==> config.mk <==
export PLATFORM = sky130hd
export DESIGN_NAME = serial_magnitude_comparator
export DESIGN_NICKNAME = d
export VERILOG_FILES = /design/src/rtl/serial_magnitude_comparator.sv
export SDC_FILE = /design/constraint.sdc
export NUM_CORES = 1
export LEC_CHECK = 0
export ABC_AREA = 1
export CAP_MARGIN = 30
export CELL_PAD_IN_SITES_DETAIL_PLACEMENT = 1
export CELL_PAD_IN_SITES_GLOBAL_PLACEMENT = 1
export CORE_AREA = 2 2 74 76
export DETAILED_ROUTE_END_ITERATION = 6
export DIE_AREA = 0 0 76 78
export GPL_TIMING_DRIVEN = 1
export HOLD_SLACK_MARGIN = 0.02
export PLACE_DENSITY_LB_ADDON = 0.08
export SYNTH_ARGS = -nofsm -noshare
export SYNTH_HDL_FRONTEND = slang
export SYNTH_SLANG_ARGS = --single-unit
export TNS_END_PERCENT = 20
==> constraint.sdc <==
create_clock -name clk -period 1.3 [get_ports clk]
set_clock_uncertainty 0.05 [all_clocks]
set_input_delay 0.195 -clock clk [delete_from_list [all_inputs] [get_ports clk]]
set_output_delay 0.195 -clock clk [all_outputs]
set_load 0.05 [all_outputs]
==> src/rtl/serial_magnitude_comparator.sv <==
// MSB-first serial magnitude comparator driving an external single-bit comparator.
// Stops at the first unequal bit pair and holds the result until the next accepted start.
module serial_magnitude_comparator #(
    parameter int unsigned WIDTH = 8
) (
    input  logic                       clk,
    input  logic                       rst_n,
    input  logic                       start,
    input  logic [WIDTH-1:0]           a_in,
    input  logic [WIDTH-1:0]           b_in,
    output logic                       bit_a,
    output logic                       bit_b,
    input  logic                       bit_gt,
    input  logic                       bit_eq,
    input  logic                       bit_lt,
    output logic                       busy,
    output logic                       done,
    output logic                       gt,
    output logic                       eq,
    output logic                       lt,
    output logic                       err,
    output logic [$clog2(WIDTH):0]     nbits
);

    localparam int unsigned IDX_W = $clog2(WIDTH);
    localparam int unsigned NB_W  = IDX_W + 1;

    typedef enum logic [1:0] {
        IDLE    = 2'd0,
        COMPARE = 2'd1,
        DONE    = 2'd2
    } state_e;

    state_e             state_q;
    logic [WIDTH-1:0]   sh_a_q;
    logic [WIDTH-1:0]   sh_b_q;
    logic [IDX_W-1:0]   idx_q;
    logic [NB_W-1:0]    nbits_q;
    logic               busy_q;
    logic               done_q;
    logic               gt_q;
    logic               eq_q;
    logic               lt_q;
    logic               err_q;
    logic               onehot_c;

    // Comparator response is trusted only when exactly one flag is set.
    assign onehot_c = ( bit_gt & ~bit_eq & ~bit_lt) |
                      (~bit_gt &  bit_eq & ~bit_lt) |
                      (~bit_gt & ~bit_eq &  bit_lt);

    always_ff @(posedge clk or negedge rst_n) begin
        if (!rst_n) begin
            state_q <= IDLE;
            sh_a_q  <= '0;
            sh_b_q  <= '0;
            idx_q   <= '0;
            nbits_q <= '0;
            busy_q  <= 1'b0;
            done_q  <= 1'b0;
            gt_q    <= 1'b0;
            eq_q    <= 1'b0;
            lt_q    <= 1'b0;
            err_q   <= 1'b0;
        end else begin
            done_q <= 1'b0;
            case (state_q)
                IDLE: begin
                    if (start) begin
                        sh_a_q  <= a_in;
                        sh_b_q  <= b_in;
                        idx_q   <= IDX_W'(WIDTH - 1);
                        nbits_q <= '0;
                        gt_q    <= 1'b0;
                        eq_q    <= 1'b0;
                        lt_q    <= 1'b0;
                        err_q   <= 1'b0;
                        busy_q  <= 1'b1;
                        state_q <= COMPARE;
                    end
                end
                COMPARE: begin
                    nbits_q <= nbits_q + NB_W'(1);
                    if (!onehot_c) begin
                        err_q   <= 1'b1;
                        done_q  <= 1'b1;
                        state_q <= DONE;
                    end else if (bit_gt) begin
                        gt_q    <= 1'b1;
                        done_q  <= 1'b1;
                        state_q <= DONE;
                    end else if (bit_lt) begin
                        lt_q    <= 1'b1;
                        done_q  <= 1'b1;
                        state_q <= DONE;
                    end else if (idx_q == '0) begin
                        eq_q    <= 1'b1;
                        done_q  <= 1'b1;
                        state_q <= DONE;
                    end else begin
                        sh_a_q <= {sh_a_q[WIDTH-2:0], 1'b0};
                        sh_b_q <= {sh_b_q[WIDTH-2:0], 1'b0};
                        idx_q  <= idx_q - IDX_W'(1);
                    end
                end
                DONE: begin
                    busy_q  <= 1'b0;
                    state_q <= IDLE;
                end
                default: begin
                    busy_q  <= 1'b0;
                    state_q <= IDLE;
                end
            endcase
        end
    end

    // Current bit pair goes straight from the shift registers to the bit comparator.
    assign bit_a = (state_q == COMPARE) & sh_a_q[WIDTH-1];
    assign bit_b = (state_q == COMPARE) & sh_b_q[WIDTH-1];

    assign busy  = busy_q;
    assign done  = done_q;
    assign gt    = gt_q;
    assign eq    = eq_q;
    assign lt    = lt_q;
    assign err   = err_q;
    assign nbits = nbits_q;

endmodule

### Word level (Yosys, flattened, before mapping)

Index checks and enable logic that the tools add are counted.
W data, S select, Z words.

| operators by class | value |
|---|---|
| multiply operators | 0 |
| magnitude comparators | 0 |
| bitwise logic cells | 14 |
| muxes and demuxes | 48 |
| div/mod/pow operators | 0 |
| equality and inequality tests | 11 |
| shifts and indexed selects | 0 |
| add/subtract/negate cells | 2 |
| reduce and logical (&&, ||, !) cells | 11 |

Operators by type and width:

| operator | count |
|---|---|
| $mux W8 | 10 |
| $pmux W8 S2 | 2 |
| $ne A2 B2 Y1 const B | 9 |
| $mux W1 | 17 |
| $mux W3 | 5 |
| $reduce_and A6 Y1 | 2 |
| $mux W2 | 5 |
| $pmux W1 S2 | 5 |
| $and A1 B1 Y1 | 8 |
| $pmux W4 S2 | 1 |
| $pmux W3 S2 | 1 |
| $reduce_and A2 Y1 | 3 |
| $ne A5 B5 Y1 const B | 1 |
| $reduce_and A5 Y1 | 1 |
| $add A4 B1 Y4 const B | 1 |
| $mux W4 | 1 |
| $not A1 Y1 | 4 |
| $pmux W2 S2 | 1 |
| $reduce_and A4 Y1 | 1 |
| $logic_not A3 Y1 | 1 |
| $reduce_and A3 Y1 | 1 |
| $sub A3 B1 Y3 const B | 1 |
| $eq A2 B1 Y1 const B | 1 |
| $logic_not A2 Y1 | 1 |
| 2 further kinds | 3 |

| word-level totals | value |
|---|---|
| register bits | 31 |
| bits in latches | 0 |
| memory bits (writable) | 0 |
| memory bits (read-only) | 0 |
| bits of input ports | 22 |
| logic and storage cells | 97 |
| memories kept | 0 |

### Logic depth before layout (Yosys ltp)

Gate-level depths: netlist of the first run.

| logic depth | value |
|---|---|
| depth after elaboration | 7 |
| depth in mapped cells | 10 |
| depth with buffers taken out | 9 |

### Worst setup path after synthesis of the first run

OpenSTA, ideal clock, no wires.

| timing | value |
|---|---|
| path type | reg2out |
| start point | reg state_q[1] |
| end point | out bit_a |
| path buffers | 1 |
| data arrival time | 1447 ps |
| setup slack | -392 ps |
| cell stages (with the launch flop) | 5 |
| cell sequence | dfrtp_1 nor2_4 inv_2 buf_6 nor2_1 |

| on the way | value |
|---|---|
| cells in the longest elaborated chain, start to end | 2 |

RTL lines:

| element | RTL line | text |
|---|---|---|
| from (decl) | 34 | `state_e state_q;` |
| from (signal assigned) | 54 | `state_q <= IDLE;` |
| from (signal assigned) | 79 | `state_q <= COMPARE;` |
| from (signal assigned) | 87 | `state_q <= DONE;` |
| $eq A2 B1 Y1 | 119 | `assign bit_a = (state_q == COMPARE) & sh_a_q[WIDTH-1];` |
| $and A1 B1 Y1 | 119 |  |
| to (decl) | 11 | `output logic bit_a,` |

Every way passes these cells.

### Worst setup path after layout of the first run

| timing | value |
|---|---|
| start point | reg state_q[0] |
| end point | out bit_a |

Same word-level chain as after synthesis.

==> results of run 1 <==
-- worst max-delay path: stages (launching register included) --
cell and delay, ns:
dfrtp_1 0.38, inv_2 0.07, nor2_4 0.09, inv_2 0.06, buf_12 0.13, nor2_4 0.09, buf_12 0.14
-- power groups by stage --
stage	Combinational, µW	Sequential (µW)	Clock [µW]
floorplan	1530	2020	0
global placement	3160	1710	0
detailed placement	3200	1710	0
CTS	3570	1690	763
global route	4260	1760	821
finish	3900	1710	737
-- what timing repair did --
action                     CTS  global route
gates resized for setup     16            25
setup buffers                7             3
pin swaps                    6            12
gates cloned                 1             0
setup endpoints to repair   22            26
-- routing by layer --
| metal | GRT usage (%) | vias up | share of wire, % | routed length, µm |
|---|---|---|---|---|
| met5 | 0 | - | 0 | 0 |
| met4 | 4.909 | 0 | 1.4 | 60 |
| met3 | 4.535 | 5 | 3.7 | 158 |
| met2 | 25.45 | 25 | 50 | 2167 |
| met1 | 19.50 | 725 | 44 | 1911 |
| li1 | - | 776 | - | - |
-- cells in the final DEF (no fill, tap or decap), types with 2 or more instances in the layout --
| cell type | n |
|---|---|
| nand2_4 | 3 |
| nand3_1 | 9 |
| buf_4 | 19 |
| nor2_1 | 5 |
| clkdlybuf4s50_1 | 21 |
| inv_1 | 15 |
| dfrtp_2 | 2 |
| nand2_2 | 8 |
| nor2_2 | 2 |
| a21oi_1 | 4 |
| nand2_1 | 101 |
| clkbuf_8 | 5 |
| o21ai_0 | 2 |
| dfrtp_1 | 29 |
| nor2_4 | 5 |
| buf_6 | 6 |
| inv_2 | 5 |
| buf_12 | 16 |
| clkbuf_1 | 2 |
| a21oi_2 | 2 |
| nand4_1 | 3 |
-- state kept, by name, indices dropped and copies added (netlist names), 2 cells and up --
name and count:
nbits 4, sh_b_q 8, state_q 2, idx_q 3
sh_a_q 8
-- area by class of cell --
type / instances / share of cell area (%)
Clock buffer: 7 / 2.948
Clock inverter: 1 / 0.1933
Inverter: 21 / 3.335
Multi-Input combinational cell: 154 / 30.40
Sequential cell: 31 / 30.06
Tap cell: 70 / 3.383
Timing Repair Buffer: 63 / 29.68
-- through the flow --
stage	utilization, %	instances	TNS (ns)	hold WS, ns	power [µW]
3_3_place_gp	44.81	329	-4.598	0.4112	4868
5_1_grt	51.34	347	-4.669	0.2550	6839
3_5_place_dp	44.81	329	-5.240	0.4156	4912
2_1_floorplan	-	213	-0.07370	-0.1506	3550
6_report	51.34	347	-3.186	0.2386	6351
4_1_cts	48.98	345	-0.4909	0.2493	6020
-- final timing paths --
kind | endpoint | depth (start not counted)
min in group clk | sh_a_q[0] | 3
max | bit_a | 6
max reg2reg | sh_b_q[6] | 8
min reg2reg | sh_b_q[0] | 2
min | lt | 2
max in group asynchronous | nbits[2] | 2
-- logic make-up after synthesis --
family                   Yosys count  share of synthesized area [%]
adder cells (fa/ha/maj)            3                          2.376
buffers and inverters             28                          9.185
AND/OR/NAND/NOR                  141                          36.18
flip-flops                        31                          49.09
AO/OA/AOI/OAI                     10                          3.167
==> results.cfg, run 1 <==
[synthesis]
synth_top_area_share_pct = 49.09
synth_ff_type = dfrtp_1
yosys.area.top_type = dfrtp_1
avgSynthCellArea_um2 = 7.419
syn-num-nets = 238
synth_seq_cells = 31
synth_cell_types = 19
synth_edf_count = 0
ys_seq_area_share_pct = 49.09
syn_inst = 213
yosysMostFrequentCell = nand2_1
synth_common_cells = 112 x nand2_1, 31 x dfrtp_1, 18 x inv_1
synthArstFlopShare_pct = 100.0
synthTopCellsByArea = dfrtp_1 49%, nand2_1 27%, inv_1 4.3%
netlist_area_mm2 = 0.001580
ys.warnings.count = 0

[placed_design]
place_area_mm2 = 0.002260
pre_cts_ws_ns = -0.2399
hpwlAfterDp_um = 2805
place_congestion = 0.7259
io_buffer_count = 33

[power_and_ir_drop]
internal_power_uw = 3599
power.share.switching_pct = 43.33
seq_power_share_pct = 26.9
power_density_mw_per_mm2 = 2453
p_switching_uw = 2752
clkPwrFrac_pct = 11.6
ir_drop_uv = 1121
combPwrFrac_pct = 61.5
cellLeakagePower_uw = 0.001320

[setup_path]
cp-end-kind = output pin
required_ns = 1.05
critPathMaxFanout = 3
r2r_slack_ns = -0.15
r2r_start = state_q[1]
cp-start-kind = register
path_class = register to output pin
crit_arrival_ns = 1.24
setup.worst_path.start = state_q[0]

[route]
post_drt_wl_per_cell_um = 12.39
via_count = 1531
avgViaCountPerCell = 4.412
ant_nets = 0
drc = 0
routed_wl_um = 4298
first_iter_violations = 39
firstDrtPassIters = 4

[floorplan]
io-pin-count = 34
die_area_mm2 = 0.005928
num_rows = 26
fp.dieH_um = 78
die-width_um = 76
core_area_mm2 = 0.005042
start_util_pct = 31.34

[global_routing]
grt_pass1_vias = 1555
grt_max_degree = 32
antenna_found_initial = 0
grt_pass1_wl_um = 7231
overflow = 0
track_usage_pct = 15.42

[sta]
max_freq_ghz = 0.6715
final.setup.worst_slack_ns = -0.1892
slew_headroom_pct = 82.99
period_minus_slack_ns = 1.489
tightest_slew_ns = 0.2531
finalSetupViolCount = 26
hold_viol = 0
rsz0062_at_grt = yes
fin_crit_sh_pct = 114.6
slew_violations = 0

[clock_tree]
cts_max_level = 2
numCtsBuffers = 5
clk_pin_slew_ns = 0.06
clock_latency_ns = 0.28
cts_max_path_buffers = 2
cts-root-buf = clkbuf_8
cts.sinks = 31
ctsHoldBuffers = 0
cts_tree = yes

[cells_and_area]
final_nets = 301
final_cell_area_mm2 = 0.002589
fillers = 579
multi_input_area_um2 = 787.0
regArea_um2 = 778.2
syn2layout_area_growth_pct = 63.82
n_antenna_cell = 0
layout-drive-gt1-share_pct = 29.96

[hold_path]
hp-class = input pin to asynchronous set/reset pin

[run]
cap_violations = 0

[outcome]
violations = setup timing
status = finished with violations
Note: power is estimated with default switching activity, not from simulation.
==> run 2, diff against run 1 <==
clock period = 1.2 ns   (was 1.3 ns; I/O delays follow)
==> run 2 against run 1 <==
Compared with the run above:
- setup slack got worse by 0.045 ns
- clock power grew 17%
- register-to-register slack worse by 0.03 ns
- count of clock-buffer cells in the layout stayed put
- critical endpoint unchanged
- utilization rose by 0.82 points
- final area increased by 1.6%
- flip-flop and latch count did not move
- non-clock buffer count down 4
- routed wire length rose by 4.1%
- power increased by 13%
- final cell count fell by 1.2%
- the run still ends with setup timing left
- first-iteration DRC count up 120%
==> results.cfg, run 2 (same netlist as run 1, synthesis figures left out) <==
[setup_path]
r2r_start = state_q[0]
critPathMaxFanout = 4
cp-start-kind = register
crit_path_top_delay_cell = dfrtp_1
ff2ff_path_depth = 8
slowest_delay_ns = 0.41
cp-end-kind = output pin
r2r_slack_ns = -0.18
cp_common_cell = nor2_4
r2r-end = nbits[3]
cp_cell_sequence = inv_2 > nor2_4 > inv_6 > nor2_4 > buf_12
crit_buf_inv = 3
required_ns = 0.97
crit_arrival_ns = 1.20
path_class = register to output pin
crit_family = flip-flops

[sta]
holdWs_ns = 0.2131
tightest_slew_ns = 0.2641
rsz0062_at_grt = yes
max_freq_ghz = 0.6974
hold_viol = 0
slew_headroom_pct = 82.26
fin_crit_sh_pct = 119.5
period_minus_slack_ns = 1.434
final.setup.worst_slack_ns = -0.2340
slew_violations = 0
finalSetupViolCount = 29

[route]
firstDrtPassIters = 4
first_iter_violations = 86
routed_wl_um = 4473
ant_nets = 0
post_drt_wl_per_cell_um = 13.04
via_count = 1534
avgViaCountPerCell = 4.472
drc = 0

[power_and_ir_drop]
ir_drop_uv = 1249
cellLeakagePower_uw = 0.001326
power_density_mw_per_mm2 = 2728

[placed_design]
place_area_mm2 = 0.002223
io_buffer_count = 33
place_congestion = 0.6960
hpwlAfterDp_um = 2831
pre_cts_ws_ns = -0.3179
dpl.cell_count = 323

[cells_and_area]
layout-drive-gt1-share_pct = 32.97
syn2layout_area_growth_pct = 66.43
final_cell_area_mm2 = 0.002630
mostFrequentLayoutCells = 93 x nand2_1, 27 x dfrtp_1, 21 x clkdlybuf4s50_1
fin_cells = 343
final_nets = 297
fin_util_pct = 52.16
fillers = 601
n_antenna_cell = 0
mostFrequentLayoutCell = nand2_1

[clock_tree]
cts_max_path_buffers = 2
clock_latency_ns = 0.28
cts.sinks = 31
numCtsBuffers = 5
cts_tree = yes
clk_pin_slew_ns = 0.07
ctsHoldBuffers = 0
cts_max_level = 2
cts-root-buf = clkbuf_8

[floorplan]
core_area_mm2 = 0.005042
start_util_pct = 31.34
num_rows = 26
die_area_mm2 = 0.005928
fp.dieH_um = 78
die-width_um = 76
io-pin-count = 34

[hold_path]
hp-class = input pin to asynchronous set/reset pin

[global_routing]
antenna_found_initial = 0
grt_pass1_wl_um = 7258
track_usage_pct = 15.61
grt_pass1_vias = 1506
met3_usage_pct = 3.605
grt-busiest-layer = met2
grt_max_degree = 32
met1_usage_pct = 20.29
use_met2_pct = 25.62
overflow = 0

[outcome]
violations = setup timing
status = finished with violations

[run]
cap_violations = 0
==> run 2: cell types whose count changed in the layout (fill, tap and decap cells not counted), sizes merged <==
cell	delta
buf	-5
clkbuf	+1
==> run 2: area by class of cell <==
type	instances	area (µm²)	share of cell area, %
repair buffers	59	755.7	28.73
well taps	70	87.58	3.330
inverters	21	91.34	3.473
multi-input cells	154	823.3	31.30
clock buffers	7	86.33	3.283
clock inverters	1	5.005	0.1903
flip-flops and latches	31	780.7	29.69
==> run 2: through the flow <==
step                power (µW)  TNS, ns
global route              7697   -6.087
CTS                       6661   -5.098
finish                    7174   -3.839
global placement          5103   -7.609
floorplan                 3863  -0.8414
detailed placement        5171   -7.795
==> run 2: what timing repair did <==
action | 4_1_cts | 5_1_grt
buffers inserted | 7 | 2
resized for setup | 12 | 40
endpoints found under the setup margin | 26 | 32
endpoints found under the hold margin | 0 | 0
pin swaps | 3 | 21
cloned | 2 | 1
==> run 2: worst reg2reg max path, cell delays in order (launching register included) <==
cell and delay (ns):
dfrtp_1 0.41, buf_6 0.14, nor2_4 0.04, nor2_4 0.16, buf_6 0.15, buf_6 0.12
nand3_1 0.08, nand2_1 0.08, nor2_1 0.04
==> run 2: routing by layer <==
layer	wire length [µm]	up-vias
met5	0	-
met4	23	0
met3	144	4
met1	1934	740
li1	-	764
met2	2370	26
==> run 2: worst max path at each step <==
stage	startpoint	to	slack [ns]	cells past startpoint
floorplan	state_q[1]	bit_a	-0.1	4
global placement	start	sh_b_q[3]	-0.31	7
detailed placement	bit_gt	sh_b_q[2]	-0.32	8
CTS	state_q[0]	bit_a	-0.24	5
global route	state_q[0]	bit_b	-0.28	5
finish	state_q[0]	bit_a	-0.23	5
==> run 2: power by group <==
| part | switching [µW] | internal (µW) |
|---|---|---|
| registers | 392 | 1510 |
| clock network | 397 | 462 |
| logic | 2350 | 2060 |
